**src/rtl/feistel_pkg.sv**
```systemverilog
// Shared types and arithmetic helpers for the iterative Feistel cipher.
// Helpers work on a fixed 64-bit carrier word; the active width is passed
// as an argument, so one set of functions serves every HALF_W up to 32.
package feistel_pkg;

    typedef enum logic [1:0] {
        IDLE = 2'd0,
        RUN  = 2'd1,
        DONE = 2'd2
    } state_t;

    localparam int MAX_W = 64;
    typedef logic [MAX_W-1:0] word_t;

    // Low w bits set; w == MAX_W wraps to all ones.
    function automatic word_t mask_w(input int w);
        return (word_t'(1) << w) - word_t'(1);
    endfunction

    // Rotate the low w bits of x left by n (n taken modulo w).
    function automatic word_t rotl(input word_t x, input int n, input int w);
        word_t xm;
        int    sh;
        xm = x & mask_w(w);
        sh = n % w;
        // With sh == 0 the right shift by w yields zero, so no special case.
        return ((xm << sh) | (xm >> (w - sh))) & mask_w(w);
    endfunction

    // E(R) = {rotl(R,1), R}, 2*half_w bits wide.
    function automatic word_t expand(input word_t r, input int half_w);
        return (rotl(r, 1, half_w) << half_w) | (r & mask_w(half_w));
    endfunction

    // F(R,K) = A + B + K[0] (mod 2^half_w), {A,B} = E(R) ^ K.
    function automatic word_t round_f(input word_t r, input word_t k, input int half_w);
        word_t e;
        e = expand(r, half_w) ^ k;
        return (((e >> half_w) & mask_w(half_w)) + (e & mask_w(half_w)) + word_t'(k[0]))
               & mask_w(half_w);
    endfunction

endpackage

```
**src/rtl/feistel_round.sv**
```systemverilog
// One combinational Feistel round: L' = R, R' = L ^ F(R, K).
// Ports: l_in/r_in (half-block inputs), round_key (full-width key),
//        l_out/r_out (half-block outputs). Purely combinational.
module feistel_round
    import feistel_pkg::*;
#(
    parameter int HALF_W = 4
) (
    input  logic [HALF_W-1:0]   l_in,
    input  logic [HALF_W-1:0]   r_in,
    input  logic [2*HALF_W-1:0] round_key,
    output logic [HALF_W-1:0]   l_out,
    output logic [HALF_W-1:0]   r_out
);

    assign l_out = r_in;
    assign r_out = l_in ^ HALF_W'(round_f(word_t'(r_in), word_t'(round_key), HALF_W));

endmodule

```
**src/rtl/feistel_cipher_iter.sv**
```systemverilog
// Iterative N-round balanced Feistel cipher, one round per clock, enc/dec.
// Ports: clock/reset (async active-high), in_valid/in_ready/in_data/in_key/
//        in_mode job input, out_valid/out_ready/out_data result, busy status.
// Result valid NUM_ROUNDS edges after accept; holds in DONE until out_ready.
module feistel_cipher_iter
    import feistel_pkg::*;
#(
    parameter int HALF_W     = 4,
    parameter int NUM_ROUNDS = 4
) (
    input  logic                clock,
    input  logic                reset,
    input  logic                in_valid,
    output logic                in_ready,
    input  logic [2*HALF_W-1:0] in_data,
    input  logic [2*HALF_W-1:0] in_key,
    input  logic                in_mode,
    output logic                out_valid,
    input  logic                out_ready,
    output logic [2*HALF_W-1:0] out_data,
    output logic                busy
);

    localparam int W     = 2 * HALF_W;
    localparam int CNT_W = (NUM_ROUNDS > 1) ? $clog2(NUM_ROUNDS) : 1;

    state_t             state_q, state_d;
    logic [CNT_W-1:0]   cnt_q,   cnt_d;
    logic [HALF_W-1:0]  l_q,     l_d;
    logic [HALF_W-1:0]  r_q,     r_d;
    logic [W-1:0]       key_q,   key_d;
    logic               mode_q,  mode_d;
    logic [W-1:0]       out_q,   out_d;

    logic [HALF_W-1:0]  l_nx, r_nx;
    logic [W-1:0]       round_key;
    int                 ridx;
    logic               last_round;

    // Round key derived from the captured key every cycle; decrypt walks
    // the schedule backwards so the same round hardware inverts itself.
    always_comb begin
        ridx      = mode_q ? (NUM_ROUNDS - 1 - int'(cnt_q)) : int'(cnt_q);
        round_key = W'(rotl(word_t'(key_q), ridx % W, W));
    end

    assign last_round = (cnt_q == CNT_W'(NUM_ROUNDS - 1));

    feistel_round #(.HALF_W(HALF_W)) u_round (
        .l_in      (l_q),
        .r_in      (r_q),
        .round_key (round_key),
        .l_out     (l_nx),
        .r_out     (r_nx)
    );

    always_comb begin
        state_d = state_q;
        cnt_d   = cnt_q;
        l_d     = l_q;
        r_d     = r_q;
        key_d   = key_q;
        mode_d  = mode_q;
        out_d   = out_q;
        unique case (state_q)
            IDLE: begin
                if (in_valid) begin
                    l_d     = in_data[W-1:HALF_W];
                    r_d     = in_data[HALF_W-1:0];
                    key_d   = in_key;
                    mode_d  = in_mode;
                    cnt_d   = '0;
                    state_d = RUN;
                end
            end
            RUN: begin
                l_d   = l_nx;
                r_d   = r_nx;
                cnt_d = cnt_q + CNT_W'(1);
                if (last_round) begin
                    // Final swap undone: result is {R_N, L_N}.
                    out_d   = {r_nx, l_nx};
                    cnt_d   = '0;
                    state_d = DONE;
                end
            end
            DONE: begin
                if (out_ready) begin
                    state_d = IDLE;
                end
            end
            default: state_d = IDLE;
        endcase
    end

    always_ff @(posedge clock or posedge reset) begin
        if (reset) begin
            state_q <= IDLE;
            cnt_q   <= '0;
            l_q     <= '0;
            r_q     <= '0;
            key_q   <= '0;
            mode_q  <= 1'b0;
            out_q   <= '0;
        end else begin
            state_q <= state_d;
            cnt_q   <= cnt_d;
            l_q     <= l_d;
            r_q     <= r_d;
            key_q   <= key_d;
            mode_q  <= mode_d;
            out_q   <= out_d;
        end
    end

    assign in_ready  = (state_q == IDLE);
    assign out_valid = (state_q == DONE);
    assign busy      = (state_q != IDLE);
    assign out_data  = out_q;

endmodule

```
**config.mk**
```make
export PLATFORM = sky130hd
export DESIGN_NAME = feistel_cipher_iter
export DESIGN_NICKNAME = d
export VERILOG_FILES = /design/src/rtl/feistel_pkg.sv /design/src/rtl/feistel_round.sv /design/src/rtl/feistel_cipher_iter.sv
export SDC_FILE = /design/constraint.sdc
export NUM_CORES = 1
export LEC_CHECK = 0
export CORE_UTILIZATION = 50
export DETAILED_ROUTE_END_ITERATION = 8
export GPL_TIMING_DRIVEN = 0
export PLACE_DENSITY_LB_ADDON = 0.08
export SYNTH_ARGS = -nofsm -noshare
export SYNTH_HDL_FRONTEND = slang
export SYNTH_SLANG_ARGS = --single-unit
```
**constraint.sdc**
```tcl
create_clock -name clock -period 5.82 [get_ports clock]
set_input_delay 1.164 -clock clock [delete_from_list [all_inputs] [get_ports clock]]
set_output_delay 1.164 -clock clock [all_outputs]
set_load 0.02 [all_outputs]
```
# Yosys cells after proc, flatten, opt, wreduce, memory -nomap -nowiden
# Cells that the tools add are included.
[word_totals]
ff_bits = 29
in_bits = 21
output_inout_bits = 11
wordCells = 47
[op_classes]
n_addsub = 5
eq_ne = 6
shift = 2
n_mux = 12
n_bitwise = 7
reduce_logical = 8
[ops]
columns = ["cell", "count"]
rows = [
  ["2-to-1 mux 32 bit", 1],
  ["left shift 8 x 32 -> 8 bit", 1],
  ["right shift 8 x 32 -> 8 bit", 1],
  ["one-hot mux 4 bit (2 select lines)", 2],
  ["2-to-1 mux 2 bit", 5],
  ["2-to-1 mux 4 bit", 2],
  ["OR 8 x 4 -> 8 bit", 1],
  ["OR 8 bit", 1],
  ["XOR 8 bit", 1],
  ["one-hot mux 2 bit (3 select lines)", 1],
  ["AND reduction 2 bit", 3],
  ["subtractor 5 x 4 -> 6 bit, first input constant", 1],
  ["adder 4 x 1 -> 4 bit", 1],
  ["adder 4 bit", 1],
  ["== test 2 bit, second input constant", 2],
  ["!= test 2 bit, second input constant", 2],
  ["OR 4 x 1 -> 4 bit", 1],
  ["one-hot mux 2 bit (2 select lines)", 1],
  ["nonzero test 2 bit", 2],
  ["XOR 4 bit", 1],
  ["AND reduction 3 bit", 1],
  ["OR reduction 3 bit", 1],
  ["subtractor 2 x 2 -> 3 bit, first input constant", 1],
  ["adder 2 x 1 -> 2 bit, second input constant", 1],
  ["other kinds (4)", 5],
]

# Longest topological paths before layout
[depth]
depth_word = 13
ltp_mapped = 9
ltp_nobuf = 9

# By module
# From an unflattened synthesis, not the netlist that was laid out.
[unflattened]
hier_cells = 144
area_unflattened_um2 = 1685.4
[modules_own_cells]
columns = ["mod", "n_inst", "cells_per_inst", "area_each_um2"]
rows = [
  ["feistel_cipher_iter", 1, 118, 1456.4],
  ["feistel_round", 1, 26, 229.0],
]

# Least setup slack after synthesis
# OpenSTA, ideal clock, no wires.
[synth_timing]
path_kind = "reg-to-reg"
start = "reg cnt_q[0]"
end = "reg r_q[1]"
setup_ps = 126
t_arrival_ps = 2677
t_required_ps = 5694
path_slack_ps = 3017
path_stages_with_launch = 9
path_buffers = 0
path_cell_list = "dfrtp_1 > xnor2_2 > mux4_2 > xor2_2 > a21o_2 > fa_1 > xnor2_1 > nor2_1 > a221o_1"
[synth_via]
elab_chain_cells = 13
elab_cells_between_ends = 14
classes_between = "add/sub: 4; shift: 2; mux: 2; bitwise: 5; reduce/logical: 1"
[synth_rtl]
columns = ["item", "line_no", "rtl"]
rows = [
  ["from (decl)", "feistel_cipher_iter.sv:28", "logic [CNT_W-1:0] cnt_q, cnt_d;"],
  ["from (signal assigned)", "feistel_cipher_iter.sv:107", "cnt_q <= cnt_d;"],
  ["subtractor 2 x 2 -> 3 bit", "feistel_cipher_iter.sv:43", "ridx = mode_q ? (NUM_ROUNDS - 1 - int'(cnt_q)) : int'(cnt_q);"],
  ["2-to-1 mux 32 bit (*)", "feistel_cipher_iter.sv:43", ""],
  ["OR reduction 3 bit (no source line)", "--", ""],
  ["AND 1 bit (no source line) (2 in a row)", "--", ""],
  ["subtractor 5 x 4 -> 6 bit", "feistel_pkg.sv:27", "return ((xm << sh) | (xm >> (w - sh))) & mask_w(w);"],
  ["right shift 8 x 32 -> 8 bit", "feistel_pkg.sv:27", ""],
  ["OR 8 bit (*)", "feistel_pkg.sv:27", ""],
  ["XOR 8 bit", "feistel_pkg.sv:38", "e = expand(r, half_w) ^ k;"],
  ["adder 4 bit", "feistel_pkg.sv:39", "return (((e >> half_w) & mask_w(half_w)) + (e & mask_w(half_w)) + word_t'(k[0]))"],
  ["adder 4 x 1 -> 4 bit (*)", "feistel_pkg.sv:39", ""],
  ["XOR 4 bit (*)", "feistel_round.sv:17", "assign r_out = l_in ^ HALF_W'(round_f(word_t'(r_in), word_t'(round_key), HALF_W));"],
  ["one-hot mux 4 bit (2 select lines) (*)", "feistel_cipher_iter.sv:65", "unique case (state_q)"],
  ["to (signal assigned)", "feistel_cipher_iter.sv:109", "r_q <= r_d;"],
  ["to (decl)", "feistel_cipher_iter.sv:30", "logic [HALF_W-1:0] r_q, r_d;"],
]
# Mark *: on every way between the ends. The rest lies on a longest branch, timed or not.
# A chain may end at the register's enable or synchronous reset.

# Final worst setup path
[layout_timing]
start = "reg cnt_q[0]"
end = "reg out_q[6], in the netlist out_data[6]"
[layout_via]
elab_chain_cells = 12
elab_cells_between_ends = 15
classes_between = "add/sub: 4; eq/ne: 1; shift: 2; mux: 1; bitwise: 5; reduce/logical: 2"
[layout_rtl]
columns = ["item", "line_no", "rtl"]
rows = [
  ["subtractor 2 x 2 -> 3 bit", "feistel_cipher_iter.sv:43", ""],
  ["2-to-1 mux 32 bit", "feistel_cipher_iter.sv:43", ""],
  ["OR reduction 3 bit (no source line)", "--", ""],
  ["AND 1 bit (no source line) (2 in a row)", "--", ""],
  ["subtractor 5 x 4 -> 6 bit", "feistel_pkg.sv:27", ""],
  ["right shift 8 x 32 -> 8 bit", "feistel_pkg.sv:27", ""],
  ["OR 8 bit", "feistel_pkg.sv:27", ""],
  ["XOR 8 bit", "feistel_pkg.sv:38", ""],
  ["adder 4 bit", "feistel_pkg.sv:39", ""],
  ["adder 4 x 1 -> 4 bit", "feistel_pkg.sv:39", ""],
  ["XOR 4 bit", "feistel_round.sv:17", ""],
  ["to (signal assigned)", "feistel_cipher_iter.sv:112", "out_q <= out_d;"],
  ["to (decl)", "feistel_cipher_iter.sv:33", "logic [W-1:0] out_q, out_d;"],
]
# Several ways; a longest one is shown, not always the timed one.

==> metrics.yaml <==
timing:
  rsz0062_at_grt: "no"
  timing.fmax_mhz: 318.3
  finalSetupViolCount: 0
  skew_ps: 15.99
  holdWs_ps: 485.7
  hold_violations: 0
  timing.final.crit_period_ps: 3141
  finalSetupTns_ps: 0
  report.final.slew_viol_count: 0
  slew_headroom: 0.2784
  layout_worst_path_cycle_share: 0.5398
  tightestPinTransition_ps: 1081
setup_path:
  setup.worst_path.end_class: "flip-flop"
  crit_type: "flip-flop to flip-flop"
  crit_fanout: 7
  startpoint_type: "flip-flop"
  crit_arrival_ps: 3350
  critPathRequiredTime_ps: 6030
synthesis:
  seq_area_frac_synth: 0.4367
  synth-seq-cells: 29
  synth-xor-area-share: 0.1092
  synth_top_family_by_area: "simple AND/OR/NAND/NOR gates"
  synthAdderAreaFrac: 0.03464
  synth-compound-area-share: 0.09488
  synth_area_um2: 1662
  yosys_warnings: 0
  syn-num-nets: 182
  synth-simple-area-share: 0.1559
  syn_avg_cell_area_um2: 10.58
  synth_cells: 157
  synthMuxAreaShare: 0.1483
  synthDistinctLibCells: 32
clocking:
  cts.htree.levels: 2
  cts_resized: 0
  numCtsBuffers: 5
  root_buffer: "clkbuf_4"
  hold_buffers: 0
  worstSkewPairLatency_ps: 330
  post_cts_buffers: 0
  clkTransAtPathRegs_ps: 110
  cts_tree: "done"
  cts.path.max_buffers: 2
  clock-sinks: 29
place:
  portBuffers: 31
  dpl.hpwl_mm: 2.481
  dp.cells: 232
  gp_congestion: 0.7968
floorplanning:
  die_area_um2: 3558
  core_um2: 3103
  die_y_um: 59.65
  initial_core_util: 0.5355
  die_w_um: 59.65
  placementRows: 20
  io_pins: 32
finish:
  layout.nets: 220
  drive_gt1_frac: 0.1020
  layout_commonest_cell: "nand2_1"
  synthToLayoutAreaGrowth_pct: 25.08
  final_cell_mix: "nand2_1, clkdlybuf4s50_1, dfrtp_1, xnor2_1, nor2_1"
  fin_cells: 240
  post-route-util: 0.6698
  n_antenna_cell: 0
flow_run:
  maxCapViolCount: 0
drt:
  ant_nets: 0
  wl_per_cell_um: 14.03
  wl_mm: 3.367
  first_pass_iters: 4
  avgViaCountPerCell: 5.279
  via_count: 1267
  drtIter0Drc: 58
  drc_errors: 0
status:
  status: "finished, final reports clean"
global_route:
  grt-ovfl-total: 0
  gr-usage-all-layers: 0.2139
  grt_pass1_wl_mm: 5.451
  antenna_found_initial: 0
  grt_pass1_vias: 1186
  grt_max_degree: 30
min_path:
  hp-class: "flip-flop to flip-flop"
[final timing paths]
path,to,start,cells past startpoint,slack [ps]
setup / recovery,out_data[6]$_DFFE_PP0P_,cnt_q[0]$_DFFE_PP0P_,8,2680
hold / removal,out_data[7]$_DFFE_PP0P_,out_data[7]$_DFFE_PP0P_,2,490
setup reg to reg,out_data[6]$_DFFE_PP0P_,cnt_q[0]$_DFFE_PP0P_,8,2680
hold reg to reg,out_data[7]$_DFFE_PP0P_,out_data[7]$_DFFE_PP0P_,2,490
max in group asynchronous,r_q[1]$_DFFE_PP0P_,reset,2,3760
min in group asynchronous,r_q[2]$_DFFE_PP0P_,reset,2,1400
[cells in the mapped netlist (all sizes together)]
cell / n / share of area
nand2: 48 / 0.11
dfrtp: 29 / 0.44
xnor2: 12 / 0.068
mux4: 7 / 0.11
nor2: 7 / 0.016
o21ai: 7 / 0.021
xor2: 7 / 0.041
mux2: 5 / 0.034
a31oi: 4 / 0.015
clkbuf: 4 / 0.0090
ha: 3 / 0.023
inv: 3 / 0.0068
o31ai: 3 / 0.014
buf: 2 / 0.0045
nand2b: 2 / 0.0075
nor2b: 2 / 0.0075
a2111oi: 1 / 0.017
a21o: 1 / 0.0053
a221o: 1 / 0.0060
and2: 1 / 0.0038
fa: 1 / 0.012
mux2i: 1 / 0.0060
nand3: 1 / 0.0030
nor3: 1 / 0.0060
o21a: 1 / 0.0045
o21ba: 1 / 0.0060
o221a: 1 / 0.0068
or3: 1 / 0.0038
[layer usage]
metal / up-vias / global-route usage / part of all wire
met5: - / 0 / 0
met3: 5 / 0.05895 / 0.041
met2: 36 / 0.3429 / 0.50
li1: 611 / - / -
met4: 0 / 0.07641 / 0.012
met1: 615 / 0.2775 / 0.45
[final cells by class]
class	count	area, um^2
inverters	3	11.26
well taps	44	55.05
clock buffers	6	41.29
fillers	260	1025
multi-input cells	119	902.1
repair buffers	31	310.3
flip-flops and latches	29	725.7
clock inverters	2	10.01
plain buffers	6	22.52
[sequential cells by signal, indices dropped and copies added, names as in the netlist]
name	cells
out_data	8
cnt_q	2
key_q	8
r_q	4
state_q	2
mode_q	1
l_q	4
[cells by family (layout without fill, tap and decap cells)]
| kind of cell | Yosys count | in the layout |
|---|---|---|
| XOR/XNOR | 19 | 19 |
| buffers and inverters | 9 | 48 |
| flip-flops | 29 | 29 |
| adder cells (fa/ha/maj) | 4 | 4 |
| AO/OA/AOI/OAI | 20 | 20 |
| multiplexers | 13 | 13 |
| AND/OR/NAND/NOR | 63 | 63 |
[metrics by stage]
stage | setup WS, ps | cell area, um^2
floorplan | 3017 | 1662
global placement | 2779 | 2027
detailed placement | 2688 | 2027
CTS | 2652 | 2078
global route | 2494 | 2078
finish | 2679 | 2078
[worst max-delay path, stage by stage, from the launching register on]
cell and delay [ps]:
dfrtp_1 450, xnor2_2 450, mux4_2 610, xor2_2 210, a21o_2 250, fa_1 370
xnor2_1 250, xnor2_1 150, mux2_2 270
Power is left out: the tool's default activity adds up to more than one toggle a clock period on the data nets, which glitch-free logic cannot reach.
